**config.mk**
```make
export PLATFORM = sky130hd
export DESIGN_NAME = seg7_scan
export DESIGN_NICKNAME = d
export VERILOG_FILES = /design/src/rtl/seg7_scan.sv
export SDC_FILE = /design/constraint.sdc
export NUM_CORES = 1
export LEC_CHECK = 0
export CORE_MARGIN = 2
export CORE_UTILIZATION = 50
export CTS_BUF_LIST = sky130_fd_sc_hd__clkbuf_2
export CTS_CLUSTER_DIAMETER = 60
export DETAILED_ROUTE_END_ITERATION = 12
export PLACE_DENSITY = 0.78
export REMOVE_ABC_BUFFERS = 1
export SLEW_MARGIN = 20
export SYNTH_ARGS = -nofsm -noshare
export SYNTH_HDL_FRONTEND = slang
export SYNTH_SLANG_ARGS = --single-unit
```
**constraint.sdc**
```tcl
create_clock -name clk -period 5.3 [get_ports clk]
set_input_delay 1.06 -clock clk [delete_from_list [all_inputs] [get_ports clk]]
set_output_delay 1.06 -clock clk [all_outputs]
set_load 0.01 [all_outputs]
```
**src/rtl/seg7_scan.sv**
```systemverilog
// seg7_scan
// Multiplexed common-anode seven-segment display driver. It steps one digit
// per rising edge of the slow tick_in square wave. It shows a hex value that
// is committed through a load/ack handshake. Commits happen only at frame
// boundaries (the wrap back to digit 0), so a number never tears on screen.
//
// Parameters:
//   DIGITS        number of display digits (2..8)
//   BLANK_LEADING 1 = blank leading zero digits (digit 0 always lit)
// Ports:
//   clk       system clock
//   clr       asynchronous active-low reset
//   tick_in   slow square wave, possibly asynchronous; rising edges step
//   value     hex nibbles, nibble i drives digit i (digit 0 rightmost)
//   dp_in     decimal-point request per digit, 1 = lit
//   load      one-cycle request to display value/dp_in
//   load_ack  one-cycle pulse when the request reaches the display
//   an        anode enables, active-low, at most one low
//   seg       cathodes {g,f,e,d,c,b,a}, active-low
//   dp        decimal-point cathode, active-low
module seg7_scan #(
  parameter int DIGITS        = 4,
  parameter bit BLANK_LEADING = 1'b1
) (
  input  logic                  clk,
  input  logic                  clr,
  input  logic                  tick_in,
  input  logic [4*DIGITS-1:0]   value,
  input  logic [DIGITS-1:0]     dp_in,
  input  logic                  load,
  output logic                  load_ack,
  output logic [DIGITS-1:0]     an,
  output logic [6:0]            seg,
  output logic                  dp
);

  localparam int            IW   = (DIGITS > 1) ? $clog2(DIGITS) : 1;
  localparam logic [IW-1:0] LAST = IW'(DIGITS - 1);

  // Active-low hex font, {g,f,e,d,c,b,a}.
  function automatic logic [6:0] hex_decode(input logic [3:0] n);
    logic [6:0] s;
    case (n)
      4'h0: s = 7'b1000000;
      4'h1: s = 7'b1111001;
      4'h2: s = 7'b0100100;
      4'h3: s = 7'b0110000;
      4'h4: s = 7'b0011001;
      4'h5: s = 7'b0010010;
      4'h6: s = 7'b0000010;
      4'h7: s = 7'b1111000;
      4'h8: s = 7'b0000000;
      4'h9: s = 7'b0010000;
      4'hA: s = 7'b0001000;
      4'hB: s = 7'b0000011;
      4'hC: s = 7'b1000110;
      4'hD: s = 7'b0100001;
      4'hE: s = 7'b0000110;
      default: s = 7'b0001110;
    endcase
    return s;
  endfunction

  logic s1, s2, s3;
  logic step;

  logic [IW-1:0]         idx;
  logic [4*DIGITS-1:0]   disp;
  logic [DIGITS-1:0]     disp_dp;
  logic [4*DIGITS-1:0]   hold;
  logic [DIGITS-1:0]     hold_dp;
  logic                  pending;

  logic                  boundary;
  logic                  commit;
  logic [IW-1:0]         idx_next;
  logic [4*DIGITS-1:0]   disp_next;
  logic [DIGITS-1:0]     disp_dp_next;
  logic [DIGITS-1:0]     blank_mask;
  logic                  zero_above;
  logic [3:0]            nib;
  logic [DIGITS-1:0]     an_next;
  logic [6:0]            seg_next;
  logic                  dp_next;

  // tick_in may be asynchronous: two flops resynchronise it, and the third
  // keeps history so that only a rising edge makes a one-clock step. s3
  // clears on reset, so a tick_in held high through release still gives
  // exactly one step.
  always_ff @(posedge clk or negedge clr) begin
    if (!clr) begin
      s1 <= 1'b0;
      s2 <= 1'b0;
      s3 <= 1'b0;
    end else begin
      s1 <= tick_in;
      s2 <= s1;
      s3 <= s2;
    end
  end

  assign step = s2 & ~s3;

  // Next-state view of the display. A commit happens only on the step that
  // wraps to digit 0. A load landing in that same cycle bypasses hold, so
  // the newest value always wins.
  always_comb begin
    boundary     = step && (idx == LAST);
    commit       = boundary && (pending || load);
    idx_next     = (idx == LAST) ? '0 : idx + 1'b1;
    disp_next    = disp;
    disp_dp_next = disp_dp;
    if (commit) begin
      if (load) begin
        disp_next    = value;
        disp_dp_next = dp_in;
      end else begin
        disp_next    = hold;
        disp_dp_next = hold_dp;
      end
    end
  end

  // blank_mask[i] is set when nibble i and every nibble above it are zero.
  // Digit 0 is never blanked.
  always_comb begin
    blank_mask = '0;
    zero_above = 1'b1;
    for (int i = DIGITS - 1; i >= 1; i--) begin
      zero_above    = zero_above & (disp_next[4*i +: 4] == 4'h0);
      blank_mask[i] = zero_above;
    end
  end

  // Output values for the digit about to be lit. They are built from the
  // post-commit display, so a new value shows on the first digit of its frame.
  always_comb begin
    nib     = disp_next[{idx_next, 2'b00} +: 4];
    an_next = ~({{(DIGITS-1){1'b0}}, 1'b1} << idx_next);
    dp_next = ~disp_dp_next[idx_next];
    if (BLANK_LEADING && blank_mask[idx_next])
      seg_next = 7'b1111111;
    else
      seg_next = hex_decode(nib);
  end

  // Handshake, scan position and registered outputs. The outputs hold
  // all-off until the first step after reset. After that they change only
  // on a step.
  always_ff @(posedge clk or negedge clr) begin
    if (!clr) begin
      idx      <= LAST;
      disp     <= '0;
      disp_dp  <= '0;
      hold     <= '0;
      hold_dp  <= '0;
      pending  <= 1'b0;
      load_ack <= 1'b0;
      an       <= '1;
      seg      <= 7'b1111111;
      dp       <= 1'b1;
    end else begin
      load_ack <= commit;
      if (commit) begin
        pending <= 1'b0;
      end else if (load) begin
        hold    <= value;
        hold_dp <= dp_in;
        pending <= 1'b1;
      end
      if (step) begin
        idx     <= idx_next;
        disp    <= disp_next;
        disp_dp <= disp_dp_next;
        an      <= an_next;
        seg     <= seg_next;
        dp      <= dp_next;
      end
    end
  end

endmodule

```
==> results of run 1 <==
## cell families after synthesis
kind of cell / count (synthesis)
simple gates: 72
flops: 59
compound gates: 56
mux: 51
buf+inv: 25
fa+ha+maj: 10
xor+xnor: 2
## Yosys cell counts (2+ instances only)
cell type  instances  share of area
a211oi_1           2         0.0049
a21o_1             6          0.015
a21oi_1            7          0.011
a22oi_1            2         0.0049
a311oi_1           2         0.0057
a31oi_1            9          0.018
and2_1             3         0.0061
buf_2              4         0.0065
buf_4              2         0.0049
buf_6              3          0.011
clkbuf_1           5         0.0061
dfrtp_1           45           0.37
dfstp_2           14           0.12
ha_1              10          0.041
inv_1              9          0.011
mux2_2            23          0.084
mux2_4             3          0.015
mux2i_1           22          0.072
mux4_2             3          0.022
nand2_1           26          0.032
nand2b_1           3         0.0061
nor2_1            17          0.021
nor2b_1            2         0.0041
nor3_1             6         0.0098
nor4_1             3         0.0061
o211ai_1           3         0.0073
o21ai_0           18          0.029
or3_1              3         0.0061
## layer usage
layer  routed length [um]  part of all wire  global-route usage
met1                 2730              0.48               0.262
met2                 2620              0.46               0.290
met3                  173             0.031              0.0370
met4                  112             0.020              0.0950
met5                    0                 0                   0
## sequential cells by signal (all words and copies together), names as in the netlist, 2 cells and up
register,cells
disp,16
hold,16
disp_dp,4
an,4
idx,2
seg,7
hold_dp,4
## worst paths after layout
kind                             start        to  slack [ns]  cells past startpoint
worst max-delay path              load    seg[3]        2.00                     11
min in group asynchronous          clr  disp[12]        0.70                      2
max in group asynchronous          clr   pending        4.11                      2
worst min register to register      s1        s2        0.36                      0
worst max register to register  idx[0]    seg[2]        2.11                      9
worst min-delay path                s1        s2        0.36                      0
## final cells by class
type                    count  share of cell area
clock inverters             5             0.00639
inverters                  11              0.0124
well taps                  75              0.0266
repair buffers             38               0.105
multi-input cells         191               0.410
clock buffers              11              0.0156
flip-flops and latches     59               0.424
## layout by cell type (no fill, tap or decap), types with 3 or more instances in the layout
cell type,n
a21o_1,6
a21oi_1,7
a31oi_1,9
and2_1,3
clkbuf_2,11
clkdlybuf4s50_1,35
clkinv_2,3
dfrtp_1,45
dfstp_2,14
ha_1,10
inv_1,9
mux2_2,23
mux2_4,3
mux2i_1,22
mux4_2,3
nand2_1,26
nand2b_1,3
nor2_1,17
nor3_1,6
nor4_1,3
o211ai_1,3
o21ai_0,18
or3_1,3
## per-stage QoR
| stage | hold WS (ns) | utilization | instances |
|---|---|---|---|
| 2_1_floorplan | 0.331 | - | 261 |
| 3_3_place_gp | 0.333 | 0.582 | 374 |
| 3_5_place_dp | 0.335 | 0.582 | 374 |
| 4_1_cts | 0.365 | 0.595 | 390 |
| 5_1_grt | 0.378 | 0.595 | 390 |
| 6_report | 0.363 | 0.595 | 390 |
## power by group
part | total [uW] | internal (uW) | switching (uW)
registers | 707 | 623 | 84.7
clock network | 221 | 60.5 | 160
logic | 958 | 457 | 501
total | 1890 | 1140 | 746
==> qor.yml, run 1 <==
run_status:
  status: "finished, final reports clean"
timing:
  fmax_mhz: 303
  setup_ws_ns: 2.00
  maxSlewHeadroom: 0.372
  period_share: 0.622
  slew_viol_final: 0
  setup-tns-final_ns: 0
  tightest_slew_ns: 0.940
  setup_viol: 0
  hold_violations: 0
  rsz0062_at_grt: "false"
  fin_skew_ns: 0.0353
  fin_crit_ns: 3.30
clock_network:
  cts_made_buffers: 9
  clock_sinks: 59
  postCtsSetupRepairBufs: 0
  cts_resized: 0
  cts_max_level: 3
  path_clk_slew_ns: 0.16
  cts_hold_buf: 0
  clk_latency_ns: 0.48
  cts_tree: "built"
  clockBufferDepth: 2
  cts_root_buf: "clkbuf_2"
route:
  dr.pass1.iters: 4
  drt_first_iter_violations: 146
  wl_per_cell_um: 14.4
  viasPerCell: 5.43
  routed_wl_mm: 5.63
  antenna_left: 0
  via_count: 2116
  drc_errors: 0
grt:
  grt_max_degree: 60
  antenna_found_initial: 0
  grt.total_usage: 0.191
  grt_overflow: 0
  grt_pass1_vias: 2049
  grt_first_pass_wirelength_mm: 9.66
placed_design:
  dpl-instance-area_um2: 3440
  portBuffers: 36
  dp_slack_ns: 1.50
  place.gp.congestion: 0.905
  hpwl_mm: 3.94
setup_path:
  crit_path_top_delay_cell: "clkdlybuf4s50_1"
  crit_arrival_ns: 3.71
  worstSetupStartpointType: "primary input"
  critPathTopFamily: "buffers and inverters"
  critPathMostFrequentCell: "mux2i_1"
  cp.required_ns: 5.71
  crit_fanout: 25
  cpPeakStageDelay_ns: 0.48
  crit_buf_inv: 3
  worst-setup-path-type: "primary input to flip-flop"
  end_kind: "flip-flop"
  cp_cell_sequence: "clkdlybuf4s50_1 -> buf_4 -> nor2_1 -> nor3_1 -> a311oi_1 -> mux2i_1 -> inv_1 -> ha_1 -> mux2i_1 -> nand2_1 -> a31oi_1"
die:
  die_x_um: 82.3
  num_rows: 28
  initial_core_util: 0.518
  ioPinCount: 37
  die_y_um: 82.3
  die-area_um2: 6780
  design.core.area_um2: 5920
job:
  drv_cap: 0
layout:
  drive_above_1_share: 0.219
  multiInputGateArea_um2: 1440
  fill_cells: 530
  antenna_cells: 0
  final_nets: 344
  syn_to_final_growth_pct: 14.8
  final_cell_area_um2: 3520
  seq_area_um2: 1490
synth:
  postSynthCellCount: 275
  synth_xor_area_frac: 0.00571
  synth-compound-area-share: 0.116
  synthFlopType: "dfrtp_1"
  synth_edf_count: 0
  async_reset_ff_frac: 1.00
  synth_warnings: 0
  avgSynthCellArea_um2: 11.2
  synth_top_family_by_area: "multiplexers"
  synth_fa_ha_area_frac: 0.0408
  synth_mux_area_frac: 0.193
  syn_area_um2: 3070
  yosys.area_share.simple: 0.115
  post_synth_num_cell_types: 48
  ys_ff_latch: 59
  ys_seq_area_frac: 0.487
power:
  finalPower_uw: 1890
  vdd_ir_drop_max_uv: 289
  p_leak_uw: 0.00155
  powerDensity_nw_per_um2: 536
worst_hold_path:
  hold_path_class: "flip-flop to flip-flop"
(Power assumes the default switching activity.)
==> run 2: changes to the inputs <==
- clock period: 5.3 -> 3.35 ns (I/O delays scaled with it)
==> qor.yml, run 2 (synthesis results as in run 1) <==
run_status:
  status: "finished, final reports clean"
power:
  powerDensity_nw_per_um2: 870
  p_comb_frac: 0.491
  switchingPower_uw: 1190
  p_int_uw: 1970
  vdd_ir_drop_max_uv: 486
  clkPwrFrac: 0.158
  p_leak_uw: 0.00162
  power.sequential.fraction: 0.352
  switching_share: 0.377
timing:
  slew_viol_final: 0
  tightest_slew_ns: 0.844
  maxSlewHeadroom: 0.436
  fmax_mhz: 344
  fin_skew_ns: 0.0242
  fin_crit_ns: 2.91
  setup_viol: 0
  hold_violations: 0
  rsz0062_at_grt: "false"
  period_share: 0.868
  setup-tns-final_ns: 0
layout:
  final_cell_area_um2: 3640
  antenna_cells: 0
  layout_common_cells: "dfrtp_1 (45), clkdlybuf4s50_1 (35), nand2_1 (26)"
  drive_above_1_share: 0.241
  syn_to_final_growth_pct: 18.6
  final_nets: 353
  final_common_cell: "dfrtp_1"
  stdcell_count: 399
  top_regs: "disp (16), hold (16), seg (7)"
route:
  wl_per_cell_um: 14.9
  drc_errors: 0
  via_count: 2186
  routed_wl_mm: 5.94
  viasPerCell: 5.48
  drt_first_iter_violations: 125
  antenna_left: 0
  dr.pass1.iters: 4
placed_design:
  dpl-instance-area_um2: 3510
  place.gp.congestion: 0.907
  place_inst: 383
  hpwl_mm: 4.44
  portBuffers: 36
clock_network:
  cts_tree: "built"
  postCtsSetupRepairBufs: 0
  cts_resized: 0
  clockBufferDepth: 2
  path_clk_slew_ns: 0.17
  cts_root_buf: "clkbuf_2"
  clk_latency_ns: 0.49
  cts_made_buffers: 9
  cts_max_level: 3
  clock_sinks: 59
  cts_hold_buf: 0
die:
  num_rows: 28
  die-area_um2: 6780
  die_x_um: 82.3
  ioPinCount: 37
  die_y_um: 82.3
  initial_core_util: 0.518
  design.core.area_um2: 5920
grt:
  grt.total_usage: 0.205
  grt_first_pass_wirelength_mm: 10.2
  antenna_found_initial: 0
  grt_pass1_vias: 2199
  grt_max_degree: 30
  grt_overflow: 0
setup_path:
  crit_fanout: 6
  crit_arrival_ns: 3.32
  worst-setup-path-type: "flip-flop to flip-flop"
  end_kind: "flip-flop"
  cp.required_ns: 3.76
  worstSetupStartpointType: "flip-flop"
worst_hold_path:
  hold_path_class: "primary input to asynchronous set/reset pin"
job:
  drv_cap: 0
## run 2: path summary, 6_finish.rpt
check                        from          to  slack [ns]  cells after the start
max                        idx[1]      seg[2]        0.44                      7
min                           clr  hold_dp[2]        0.17                      1
max reg2reg                idx[1]      seg[2]        0.44                      7
min reg2reg                    s1          s2        0.37                      0
max in group asynchronous     clr      seg[3]        2.44                      2
min in group clk               s1          s2        0.37                      0
## run 2: cell type report
cell class	instances	area, um^2
fillers	487	2280
flip-flops and latches	59	1490
multi-input cells	191	1440
repair buffers	47	438
well taps	75	93.8
clock inverters	7	82.6
clock buffers	9	45.0
inverters	11	43.8
## run 2: power groups by stage
stage               combinational, uW  sequential [uW]  clock, uW
floorplan                        1070             1140          0
global placement                 1520             1120          0
detailed placement               1540             1130          0
CTS                              1550             1120        515
global route                     1730             1140        542
finish                           1550             1110        499
## run 2: metrics by stage
stage,setup WS [ns],power [uW],utilization,hold slack (ns)
final,0.444,3170,0.615,0.167
after global placement,0.121,2640,0.593,0.333
after floorplan,0.552,2200,-,0.331
after CTS,0.417,3180,0.615,0.129
after detailed placement,0.0646,2670,0.593,0.336
after global routing,0.246,3420,0.615,0.161
## run 2: per-layer routing
layer | share of wire | GRT usage
met1 | 0.47 | 0.269
met2 | 0.47 | 0.316
met3 | 0.036 | 0.0424
met4 | 0.024 | 0.113
met5 | 0 | 0
## run 2: critical path, stage by stage (launching register included)
cell and delay, ns:
dfstp_2 0.58, ha_1 0.30, or2_1 0.30, mux4_2 0.53, mux2_2 0.32, ha_1 0.26
or3_1 0.37, a31oi_1 0.18
==> run 3: changes to the inputs <==
- CORE_UTILIZATION: 50 -> 30
- PLACE_DENSITY: 0.78 -> 0.53
==> qor.yml, run 3 (synthesis results as in run 1) <==
run_status:
  status: "finished, final reports clean"
route:
  antenna_left: 0
  routed_wl_mm: 6.40
  drt_first_iter_violations: 77
  viasPerCell: 4.69
  dr.pass1.iters: 4
  wl_per_cell_um: 14.1
  drc_errors: 0
  via_count: 2133
power:
  switching_share: 0.387
  switchingPower_uw: 1200
  p_comb_frac: 0.505
  clkPwrFrac: 0.132
  p_leak_uw: 0.00160
  powerDensity_nw_per_um2: 843
  vdd_ir_drop_max_uv: 283
  power.sequential.fraction: 0.362
  p_int_uw: 1910
clock_network:
  path_clk_slew_ns: 0.16
  cts_hold_buf: 0
  cts_max_level: 3
  postCtsSetupRepairBufs: 0
  clock_sinks: 59
  cts_made_buffers: 9
  cts_tree: "built"
  cts_root_buf: "clkbuf_2"
  clk_latency_ns: 0.51
  cts_resized: 0
  clockBufferDepth: 2
setup_path:
  timing.rr.start: "idx[0]"
  timing.rr.end: "seg[2]"
  worstSetupStartpointType: "flip-flop"
  r2r_slack_ns: 0.35
  rr_worst_depth: 7
  crit_buf_inv: 0
  cpPeakStageDelay_ns: 0.65
  crit_arrival_ns: 3.43
  critPathMostFrequentCell: "ha_1"
  cp_cell_sequence: "ha_1 -> or2_1 -> mux4_2 -> mux2_2 -> ha_1 -> or3_1 -> a31oi_1"
  critPathTopFamily: "multiplexers"
  crit_path_top_delay_cell: "dfstp_2"
  crit_fanout: 8
  cp.required_ns: 3.78
  worst-setup-path-type: "flip-flop to flip-flop"
  end_kind: "flip-flop"
grt:
  antenna_found_initial: 0
  grt_first_pass_wirelength_mm: 10.6
  met2_usage: 0.185
  grt.busiest_layer: "met2"
  grt_pass1_vias: 2077
  grt_use_met3: 0.0268
  grt_overflow: 0
  grt.total_usage: 0.123
  grt_max_degree: 39
  use_met1: 0.166
timing:
  fin_crit_ns: 3.00
  hold_violations: 0
  tightest_slew_ns: 0.871
  setup-tns-final_ns: 0
  setup_viol: 0
  fin_skew_ns: 0.0290
  whs_ns: 0.115
  fmax_mhz: 333
  rsz0062_at_grt: "false"
  period_share: 0.896
  slew_viol_final: 0
  maxSlewHeadroom: 0.418
die:
  die_x_um: 105
  die_y_um: 105
  design.core.area_um2: 9860
  initial_core_util: 0.311
  num_rows: 36
  die-area_um2: 11100
  ioPinCount: 37
layout:
  syn_to_final_growth_pct: 20.2
  final_common_cell: "dfrtp_1"
  final_nets: 353
  drive_above_1_share: 0.233
  antenna_cells: 0
  layout_common_cells: "dfrtp_1 (45), clkdlybuf4s50_1 (35), nand2_1 (26)"
  stdcell_count: 455
  top_regs: "disp (16), hold (16), seg (7)"
job:
  drv_cap: 0
placed_design:
  hpwl_mm: 4.76
  portBuffers: 36
  place_inst: 441
  place.gp.congestion: 0.831
worst_hold_path:
  hold_path_class: "primary input to asynchronous set/reset pin"
[run 3: changes by cell type in the layout (fill, tap and decap cells not counted)]
cell	previous run	this run
clkinv_1	2	3
buf_12	0	1
bufinv_16	2	1
clkinv_2	3	1
buf_4	11	10
[run 3: cell type report]
class                   count  area (um^2)
clock buffers               9         45.0
clock inverters             5         46.3
fillers                   976         6180
inverters                  11         43.8
multi-input cells         191         1440
flip-flops and latches     59         1490
well taps                 133          166
repair buffers             47          450
[run 3: layer usage]
| metal | up-vias | part of all wire |
|---|---|---|
| li1 | 1064 | - |
| met1 | 1019 | 0.52 |
| met2 | 40 | 0.44 |
| met3 | 10 | 0.029 |
| met4 | 0 | 0.020 |
| met5 | - | 0 |
[run 3: how the worst max path moves through the flow]
stage | startpoint | endpoint | slack (ns) | cells past startpoint
after detailed placement | load | seg[2] | 0.07 | 10
after global placement | load | seg[2] | 0.12 | 10
after floorplan | idx[0] | seg[2] | 0.55 | 9
after CTS | idx[0] | seg[3] | 0.33 | 10
final | idx[0] | seg[2] | 0.35 | 7
after global routing | idx[0] | seg[3] | 0.06 | 10
[run 3: stage by stage]
| step | setup WS [ns] | total power (uW) | cell area (um^2) | utilization |
|---|---|---|---|---|
| 6_report | 0.350 | 3110 | 3690 | 0.374 |
| 3_3_place_gp | 0.118 | 2710 | 3600 | 0.365 |
| 5_1_grt | 0.0567 | 3360 | 3690 | 0.374 |
| 4_1_cts | 0.332 | 3130 | 3690 | 0.374 |
| 3_5_place_dp | 0.0666 | 2710 | 3600 | 0.365 |
| 2_1_floorplan | 0.552 | 2200 | 2980 | - |
[run 3: power groups by stage]
stage	combinational [uW]	clock, uW	sequential (uW)
6_report	1570	411	1130
5_1_grt	1750	453	1160
4_1_cts	1570	429	1130
3_5_place_dp	1570	0	1140
3_3_place_gp	1570	0	1140
2_1_floorplan	1070	0	1140
